$ cat config.mk
export PLATFORM = sky130hd
export DESIGN_NAME = mem_access_stage
export DESIGN_NICKNAME = d
export VERILOG_FILES = /design/src/rtl/mem_stage_pkg.sv /design/src/rtl/mem_wdog.sv /design/src/rtl/mem_access_stage.sv
export SDC_FILE = /design/constraint.sdc
export NUM_CORES = 1
export LEC_CHECK = 0
export ABC_AREA = 1
export CORE_UTILIZATION = 30
export DETAILED_ROUTE_END_ITERATION = 7
export GPL_TIMING_DRIVEN = 0
export PLACE_DENSITY_LB_ADDON = 0.15
export SLEW_MARGIN = 40
export SYNTH_ARGS = -nofsm -noshare
export SYNTH_HDL_FRONTEND = slang
export SYNTH_SLANG_ARGS = --single-unit
$ cat constraint.sdc
create_clock -name clock -period 6.86 [get_ports clock]
set_clock_uncertainty 0.15 [all_clocks]
set_input_delay 1.029 -clock clock [delete_from_list [all_inputs] [get_ports clock]]
set_output_delay 1.029 -clock clock [all_outputs]
set_load 0.03 [all_outputs]
$ cat src/rtl/mem_stage_pkg.sv
// Shared opcodes, state encoding and constants for the memory-access stage.
// The ABORT state exists only when MEM_TIMEOUT_EN is defined.
package mem_stage_pkg;

  localparam int          DATA_W = 32;
  localparam logic [4:0]  OP_LW  = 5'b01000;
  localparam logic [4:0]  OP_SW  = 5'b00111;
  localparam logic [31:0] NOP_IR = 32'h0000_0000;

`ifdef MEM_TIMEOUT_EN
  typedef enum logic [1:0] {ST_IDLE, ST_WAIT, ST_ABORT} state_t;
`else
  typedef enum logic [1:0] {ST_IDLE, ST_WAIT} state_t;
`endif

  function automatic logic is_lw_op(input logic [31:0] ir);
    return ir[31:27] == OP_LW;
  endfunction

  function automatic logic is_sw_op(input logic [31:0] ir);
    return ir[31:27] == OP_SW;
  endfunction

endpackage

$ cat src/rtl/mem_wdog.sv
// Clearable wait-cycle counter; expire pulses on the tick that would reach LIMIT.
// Instantiated by mem_access_stage only when MEM_TIMEOUT_EN is defined.
module mem_wdog #(
  parameter int LIMIT = 16
) (
  input  logic clock,
  input  logic reset,
  input  logic clear,
  input  logic tick,
  output logic expire
);

  localparam logic [7:0] LAST = 8'(LIMIT - 1);

  logic [7:0] count;

  always_ff @(posedge clock or negedge reset) begin
    if (!reset)
      count <= 8'd0;
    else if (clear)
      count <= 8'd0;
    else if (tick)
      count <= count + 8'd1;
  end

  assign expire = tick && (count == LAST);

endmodule

$ cat src/rtl/mem_access_stage.sv
// M-stage of the pipeline: issues lw/sw to data memory, stalls until ack and
// feeds the M/W latch. Define MEM_TIMEOUT_EN to enable the ack timeout/abort path.
module mem_access_stage
  import mem_stage_pkg::*;
#(
  parameter int TIMEOUT_CYCLES = 16
) (
  input  logic        clock,
  input  logic        reset,
  input  logic [31:0] xm_o,
  input  logic [31:0] xm_b,
  input  logic [31:0] xm_ir,
  input  logic        xm_ovfl,
  input  logic        xm_valid,
  output logic        dmem_req,
  output logic        dmem_we,
  output logic [31:0] dmem_addr,
  output logic [31:0] dmem_wdata,
  input  logic [31:0] dmem_rdata,
  input  logic        dmem_ack,
  output logic [31:0] mw_o,
  output logic [31:0] mw_d,
  output logic [31:0] mw_ir,
  output logic        mw_ovfl,
  output logic        stall_out,
  output logic        mem_err
);

  if (TIMEOUT_CYCLES < 2 || TIMEOUT_CYCLES > 255) begin : g_bad_timeout
    $error("mem_access_stage: TIMEOUT_CYCLES must be within 2..255");
  end

  state_t      state, state_next;
  logic        is_lw, is_sw, is_mem;
  logic        expire;
  logic [31:0] req_addr, req_wdata;
  logic        req_we;

  assign is_lw  = is_lw_op(xm_ir);
  assign is_sw  = is_sw_op(xm_ir);
  assign is_mem = xm_valid && (is_lw || is_sw);

`ifdef MEM_TIMEOUT_EN
  mem_wdog #(
    .LIMIT (TIMEOUT_CYCLES)
  ) u_wdog (
    .clock  (clock),
    .reset  (reset),
    .clear  (state != ST_WAIT),
    .tick   ((state == ST_WAIT) && !dmem_ack),
    .expire (expire)
  );

  always_ff @(posedge clock or negedge reset) begin
    if (!reset)
      mem_err <= 1'b0;
    else if ((state == ST_WAIT) && expire)
      mem_err <= 1'b1;
  end
`else
  assign expire  = 1'b0;
  assign mem_err = 1'b0;
`endif

  always_ff @(posedge clock or negedge reset) begin
    if (!reset)
      state <= ST_IDLE;
    else
      state <= state_next;
  end

  // Request attributes are frozen at issue so WAIT cannot drift with the latch.
  always_ff @(posedge clock) begin
    if (state == ST_IDLE) begin
      req_addr  <= xm_o;
      req_wdata <= xm_b;
      req_we    <= is_sw;
    end
  end

  always_comb begin
    state_next = state;
    dmem_req   = 1'b0;
    dmem_we    = 1'b0;
    dmem_addr  = 32'h0;
    dmem_wdata = 32'h0;
    mw_o       = 32'h0;
    mw_d       = 32'h0;
    mw_ir      = NOP_IR;
    mw_ovfl    = 1'b0;
    stall_out  = 1'b0;
    if (reset) begin
      case (state)
        ST_IDLE: begin
          if (is_mem) begin
            dmem_req   = 1'b1;
            dmem_we    = is_sw;
            dmem_addr  = xm_o;
            dmem_wdata = xm_b;
            if (dmem_ack) begin
              mw_o    = xm_o;
              mw_d    = is_lw ? dmem_rdata : xm_b;
              mw_ir   = xm_ir;
              mw_ovfl = xm_ovfl;
            end else begin
              stall_out  = 1'b1;
              state_next = ST_WAIT;
            end
          end else if (xm_valid) begin
            mw_o    = xm_o;
            mw_d    = xm_b;
            mw_ir   = xm_ir;
            mw_ovfl = xm_ovfl;
          end
        end
        ST_WAIT: begin
          dmem_req   = 1'b1;
          dmem_we    = req_we;
          dmem_addr  = req_addr;
          dmem_wdata = req_wdata;
          if (dmem_ack) begin
            mw_o       = xm_o;
            mw_d       = req_we ? xm_b : dmem_rdata;
            mw_ir      = xm_ir;
            mw_ovfl    = xm_ovfl;
            state_next = ST_IDLE;
          end else begin
            stall_out = 1'b1;
`ifdef MEM_TIMEOUT_EN
            if (expire)
              state_next = ST_ABORT;
`endif
          end
        end
`ifdef MEM_TIMEOUT_EN
        ST_ABORT: begin
          mw_o       = xm_o;
          mw_d       = 32'h0;
          mw_ir      = xm_ir;
          mw_ovfl    = 1'b1;
          state_next = ST_IDLE;
        end
`endif
        default: state_next = ST_IDLE;
      endcase
    end
  end

endmodule

* Word level (Yosys, flattened, before mapping)
Index checks and enable logic that the tools add are counted.
** Storage, ports and cells
- Bits in latches :: 0
- Memory bits (writable) :: 0
- Logic and storage cells :: 57
- Register bits after elaboration :: 67
- ROM bits :: 0
- Input port bits :: 133
- Memories :: 0
** Operators by class
- $lt $le $gt $ge :: 0
- Add/subtract/negate cells :: 0
- Equality and inequality tests :: 6
- Multiplexer cells :: 43
- Shift operators :: 0
- Multipliers :: 0
- Bitwise gates (word level) :: 0
- Reductions and logical operators :: 4
- Div/mod/pow operators :: 0
** Operators with widths (count)
- 2-to-1 mux 32 bit :: 19
- one-hot mux 32 bit (2 select lines) :: 5
- 2-to-1 mux 1 bit :: 11
- one-hot mux 1 bit (2 select lines) :: 4
- 2-to-1 mux 2 bit :: 3
- != test 2 bit (second input constant) :: 3
- equality test 5 x 3 -> 1 bit (second input constant) :: 1
- equality test 5 x 4 -> 1 bit (second input constant) :: 1
- one-hot mux 2 bit (2 select lines) :: 1
- AND reduction 4 bit :: 1
- equality test 2 x 1 -> 1 bit (second input constant) :: 1
- zero test 2 bit :: 1
- logical AND 1 bit :: 1
- logical OR 1 bit :: 1

* Depth between registers and ports, before layout
Gate-level depths: netlist of the first run.
- Depth after elaboration :: 6
- Depth in mapped cells :: 9
- Mapped depth without buffers :: 8

* Worst setup path before layout of the first run
OpenSTA, ideal clock, no wires.
- Path kind :: input to output
- Start :: in xm_ir[30]
- End :: out dmem_addr[10]
- Cell stages on the path :: 7
- Required time :: 5.681 ns
- Slack :: 3.217 ns
- Arrival :: 2.464 ns
- Path through :: inv_1 nor2_4 nand3_4 nand2_4 nand2_2 buf_2 o31ai_1
** Between the ends
- Word-level cells in the longest chain between the ends :: 6
** Ends and longest elaborated chain
- start, declared :: line mem_access_stage.sv:12 : input logic [31:0] xm_ir,
- equality test 5 x 4 -> 1 bit or equality test 5 x 3 -> 1 bit (tied branches) :: line mem_stage_pkg.sv:17, mem_stage_pkg.sv:21
- logical OR 1 bit * :: line mem_access_stage.sv:41 : assign is_mem = xm_valid && (is_lw || is_sw);
- logical AND 1 bit * :: line mem_access_stage.sv:41
- 2-to-1 mux 32 bit * :: line mem_access_stage.sv:95 : if (is_mem) begin
- one-hot mux 32 bit (2 select lines) * :: line mem_access_stage.sv:93 : case (state)
- 2-to-1 mux 32 bit * :: line mem_access_stage.sv:92 : if (reset) begin
- end, declared :: line mem_access_stage.sv:17 : output logic [31:0] dmem_addr,
Mark *: on every way between the ends. The rest lies on a longest branch, timed or not.

* Final worst setup path of the first run
- Start :: in xm_ir[27]
- End :: out dmem_addr[22]
The elaborated chain is that of the path after synthesis.

==> results of run 1 <==
flip-flops by register name, summed over array words and instances (netlist names):
| register | cells |
|---|---|
| req_addr | 32 |
| req_wdata | 32 |
| req_we | 1 |
| state | 1 |
cells by family (layout without fill, tap and decap cells):
logic type	Yosys count	after routing	synth area share [%]
AOI/OAI and AO/OA	193	193	19.4
DFF	66	66	36.3
and+or+nand+nor	347	347	28.6
other	1	1	0.0689
buffers and inverters	211	523	15.6
final timing paths:
check | end | slack [ps] | startpoint | cells after the start
setup / recovery | dmem_addr[22] | 1980 | xm_ir[27] | 8
hold / removal | state[0]$_DFFE_PN0P_ | 690 | reset | 1
setup reg to reg | req_wdata[18]$_DFFE_PN_ | 4880 | state[0]$_DFFE_PN0P_ | 4
hold reg to reg | state[0]$_DFFE_PN0P_ | 960 | state[0]$_DFFE_PN0P_ | 4
max in group asynchronous | state[0]$_DFFE_PN0P_ | 5760 | reset | 1
min in group clock | state[0]$_DFFE_PN0P_ | 960 | state[0]$_DFFE_PN0P_ | 4
final cells by class:
type / count / area (sq um) / area share (%)
repair buffers: 296 / 2970 / 33.1
plain buffers: 75 / 339 / 3.78
clock buffers: 11 / 233 / 2.59
multi-input cells: 541 / 2610 / 29.1
inverters: 136 / 515 / 5.74
flip-flops and latches: 66 / 1980 / 22.0
well taps: 225 / 282 / 3.14
clock inverters: 5 / 45.0 / 0.502
through the flow:
stage                     cell area [sq um]  worst slack (ps)  std cells  power [mW]  util (%)
after floorplan                        5440              3220        818       0.688         -
final                                  8980              1980       1355        1.34      51.4
after CTS                              8980              1920       1355        1.35      51.4
after global routing                   8980              1810       1355        1.39      51.4
after detailed placement               8700              1940       1339       0.890      49.8
after global placement                 8670              1960       1338       0.887      49.6
synthesized netlist by cell type (all sizes together):
cell type / number / area share, %
buf: 32 / 3.3
edfxtp: 65 / 36
nor3: 1 / 0.092
o21ai: 61 / 5.6
nand2: 144 / 10
conb: 1 / 0.069
dfrtp: 1 / 0.46
nand4: 32 / 3.7
nand3: 98 / 9.2
o31ai: 31 / 4.3
a21oi: 101 / 9.5
nor2: 72 / 5.4
inv: 136 / 9.4
clkbuf: 43 / 3.0
placed cells by master (no fill, tap or decap), types with 2 or more instances in the layout:
cell,synthesis,routed
clkdlybuf4s50_1,0,295
nand2_1,141,141
inv_1,133,132
a21oi_1,100,100
nand3_1,97,97
nor2_1,69,69
edfxtp_1,65,65
o21ai_0,51,51
clkbuf_1,43,45
nand4_1,32,32
o31ai_1,31,31
buf_2,22,22
o21ai_1,10,10
clkbuf_16,0,9
buf_4,8,8
clkinv_1,0,4
inv_2,3,3
nor2_4,3,3
nand2_2,2,2
buf_1,2,2
routing by layer:
metal  track usage [%]  wire length (um)
met4              7.90               484
met5                 0                12
met3              5.96              1990
met1              31.6              9960
met2              40.6             11000
where the power goes:
| part | internal [mW] | switching, mW | total, mW |
|---|---|---|---|
| clock network | 0.277 | 0.181 | 0.458 |
| registers | 0.474 | 0.00694 | 0.481 |
| logic | 0.167 | 0.236 | 0.402 |
worst register-to-register path: stages, from the launching register on:
cell,delay [ps]
dfrtp_1,320
buf_2,230
clkbuf_1,470
inv_6,250
buf_12,270
==> impl_metrics.tcl, run 1 <==
set metrics [dict create \
    cp_slowest_cell "clkdlybuf4s50_1" \
    port_buffers 295 \
    ys_seq_area_share_pct 36.3 \
    start_util_pct 31.1 \
    worstPathCellList "clkdlybuf4s50_1 > nor2_4 > nand3_4 > nand2_4 > nand2_2 > buf_2 > o31ai_1 > clkdlybuf4s50_1" \
    io_pins 298 \
    syn_nets 951 \
    first_global_vias 6417 \
    wl_per_cell_um 17.3 \
    rows 48 \
    area_growth_syn_to_layout_pct 65.0 \
    initialDrtViolationCount 464 \
    max_freq_mhz 205 \
    clk_pin_slew_ps 60 \
    cts_max_level 3 \
    ys_ff_latch 66 \
    worst_pin_slew_ps 650 \
    p_leak_nw 3.64 \
    status "completed" \
    via_count 6783 \
    crit_path_max_incr_delay_ps 760 \
    fp.dieArea_sq_um 18700 \
    via_per_inst 5.01 \
    path_delay_family "buffers and inverters" \
    worst-setup-path-type "in -> out" \
    grt_max_degree 37 \
    drtAntennaViolNets 0 \
    required_ps 5680 \
    start_kind "input pin" \
    synth_area_sq_um 5440 \
    max_cap_violations 0 \
    drive_gt1_share_pct 4.69 \
    ys_types 23 \
    hpwlAfterDp_um 17300 \
    ys_warn_count 0 \
    path_buf_inv 3 \
    gp_congestion 0.805 \
    clk_path_buf_depth 2 \
    rsz0062_at_grt "false" \
    cts-resized-gates 0 \
    tns_ps 0 \
    whs_ps 690 \
    relSlewSlack_pct 56.6 \
    die_h_um 137 \
    finalSetupViolations 0 \
    syn-mean-instance-area_sq_um 6.65 \
    hold_viol 0 \
    fin_crit_sh_pct 71.1 \
    slew_viol_final 0 \
    hold_buffers 0 \
    wl_um 23400 \
    drc_errors 0 \
    cts_setup_buffers 0 \
    drt_pass1_iterations 6 \
    ir_worst_vdd_v 0.000112 \
    p_per_area_nw_per_um2 149 \
    antenna_found_initial 1 \
    grt_usage_pct 24.7 \
    cts_buffers 9 \
    die_x_um 137 \
    synthCells 818 \
    cts_tree "yes" \
    core_sq_um 17500 \
    num-fill-cells 1765 \
    crit_top_cell "clkdlybuf4s50_1" \
    grt_first_pass_wirelength_um 34900 \
    gr-total-overflow 0 \
    root_buffer "clkbuf_16" \
    endpoint_kind "primary output" \
    critPathMaxFanout 10 \
    nets 1258 \
    critPathArrivalTime_ps 3700 \
    hold_class "in -> async" \
    clkLatencyLatePin_ps 340 \
    final.min_clock_period_ps 4880 \
    n_antenna_cell 0 \
    clock-sinks 66 \
]
(Power assumes the default switching activity.)
==> run 2, diff against run 1 <==
==> constraint.sdc (replaced) <==
create_clock -name clock -period 4.1 [get_ports clock]
set_clock_uncertainty 0.15 [all_clocks]
set_input_delay 0.615 -clock clock [delete_from_list [all_inputs] [get_ports clock]]
set_output_delay 0.615 -clock clock [all_outputs]
set_load 0.03 [all_outputs]
==> run 2 against run 1 <==
  * Clock power up 66%
  * Non-clock buffer count unchanged
  * Die area unchanged
  * Core utilization up 0.29 points
  * Via count shrank 0.29%
  * Register-to-register slack worse by 2800 ps
==> impl_metrics.tcl, run 2 (synthesis results as in run 1) <==
set metrics [dict create \
    via_per_inst 4.99 \
    max_freq_mhz 255 \
    clock-sinks 66 \
    use_met2_pct 40.6 \
    first_global_vias 6417 \
    path_buf_inv 3 \
    wl_um 23400 \
    ir_worst_vdd_v 0.000188 \
    place_area_sq_um 8700 \
    status "completed" \
    p_per_area_nw_per_um2 248 \
    start_kind "input pin" \
    area_growth_syn_to_layout_pct 66.0 \
    worst_pin_slew_ps 654 \
    stdcell_area_sq_um 9030 \
    max_cap_violations 0 \
    clk_path_buf_depth 2 \
    gp_congestion 0.805 \
    critPathArrivalTime_ps 3160 \
    fp.dieArea_sq_um 18700 \
    fin_crit_sh_pct 95.6 \
    r2r_slack_ps 2120 \
    worstPathCellList "clkdlybuf4s50_1 > nor2_4 > nand3_4 > nand2_4 > nand2_2 > buf_2 > o31ai_1 > clkdlybuf4s50_1" \
    top_regs "req_addr (32), req_wdata (32)" \
    endpoint_kind "primary output" \
    io_pins 298 \
    slew_viol_final 0 \
    hold_viol 0 \
    drc_errors 0 \
    antenna_found_initial 1 \
    cts_tree "yes" \
    relSlewSlack_pct 56.4 \
    p_leak_nw 3.99 \
    crit_path_max_incr_delay_ps 740 \
    drtAntennaViolNets 0 \
    grt_max_degree 37 \
    crit_top_cell "clkdlybuf4s50_1" \
    hpwlAfterDp_um 17300 \
    root_buffer "clkbuf_16" \
    hold_class "in -> async" \
    start_util_pct 31.1 \
    r2r_cells 4 \
    busiest_layer "met2" \
    port_buffers 295 \
    timing.rr.start "state[0]$_DFFE_PN0P_" \
    cp_slowest_cell "clkdlybuf4s50_1" \
    required_ps 3340 \
    die_h_um 137 \
    tns_ps 0 \
    cts_max_level 3 \
    drive_gt1_share_pct 4.69 \
    rows 48 \
    reg2reg_to "req_wdata[18]$_DFFE_PN_" \
    use_met1_pct 31.6 \
    clk_pin_slew_ps 60 \
    clkLatencyLatePin_ps 340 \
    initialDrtViolationCount 525 \
    wl_per_cell_um 17.3 \
    drt_pass1_iterations 5 \
    cts_setup_buffers 0 \
    grt_usage_pct 24.7 \
    critPathMaxFanout 10 \
    layout_commonest_cell "clkdlybuf4s50_1" \
    rsz0062_at_grt "false" \
    finalSetupViolations 0 \
    gr-total-overflow 0 \
    core_sq_um 17500 \
    nets 1258 \
    grt_first_pass_wirelength_um 34900 \
    global_route.usage.met3_pct 5.96 \
    n_antenna_cell 0 \
    final.min_clock_period_ps 3920 \
    cts_buffers 9 \
    worst-setup-path-type "in -> out" \
    final_cell_mix "clkdlybuf4s50_1, nand2_1, inv_1, a21oi_1, nand3_1" \
    die_x_um 137 \
    path_delay_family "buffers and inverters" \
    via_count 6763 \
]
run 2: cell type report:
cell class                 instances  area, sq um
buffer                            75          339
clock buffer                      11          233
fill                            1772         8450
clock inverter                     5         45.0
tap                              225          282
multi-input combinational        541         2610
timing repair buffer             296         3020
inverter                         136          515
sequential                        66         1980
run 2: routing by layer:
metal	wire, um	part of all wire, %
met5	12	0.051
met1	9840	42
met3	2070	8.8
met4	479	2.0
met2	11000	47
run 2: per-stage QoR:
step	hold slack (ps)	total power, mW	instances	setup slack [ps]	utilization [%]
final	279	2.24	1355	179	51.7
after global routing	278	2.33	1355	9.81	51.7
after global placement	630	1.48	1338	26.0	49.6
after detailed placement	629	1.49	1339	7.54	49.8
after floorplan	169	1.15	818	1280	-
after CTS	266	2.25	1355	102	51.4
run 2: timing repair:
item / in CTS / in global routing
hold buffers: 0 / 0
endpoints found under the setup margin: 1 / 21
gates resized for setup: 1 / 21
run 2: worst max-delay path by stage:
stage	start	endpoint	slack [ps]	depth (start not counted)
4_1_cts	xm_ir[27]	dmem_addr[28]	100	8
6_report	xm_ir[27]	dmem_addr[23]	180	8
5_1_grt	xm_ir[27]	mw_d[15]	10	10
2_1_floorplan	xm_ir[30]	dmem_addr[10]	1280	7
3_5_place_dp	xm_ir[27]	dmem_addr[22]	8	8
3_3_place_gp	xm_ir[27]	dmem_addr[22]	30	8
run 2: power breakdown:
| group | internal, mW | leakage (nW) | switching (mW) |
|---|---|---|---|
| sequential | 0.793 | 0.699 | 0.0116 |
| clock | 0.463 | 0.134 | 0.299 |
| combinational | 0.277 | 3.16 | 0.394 |
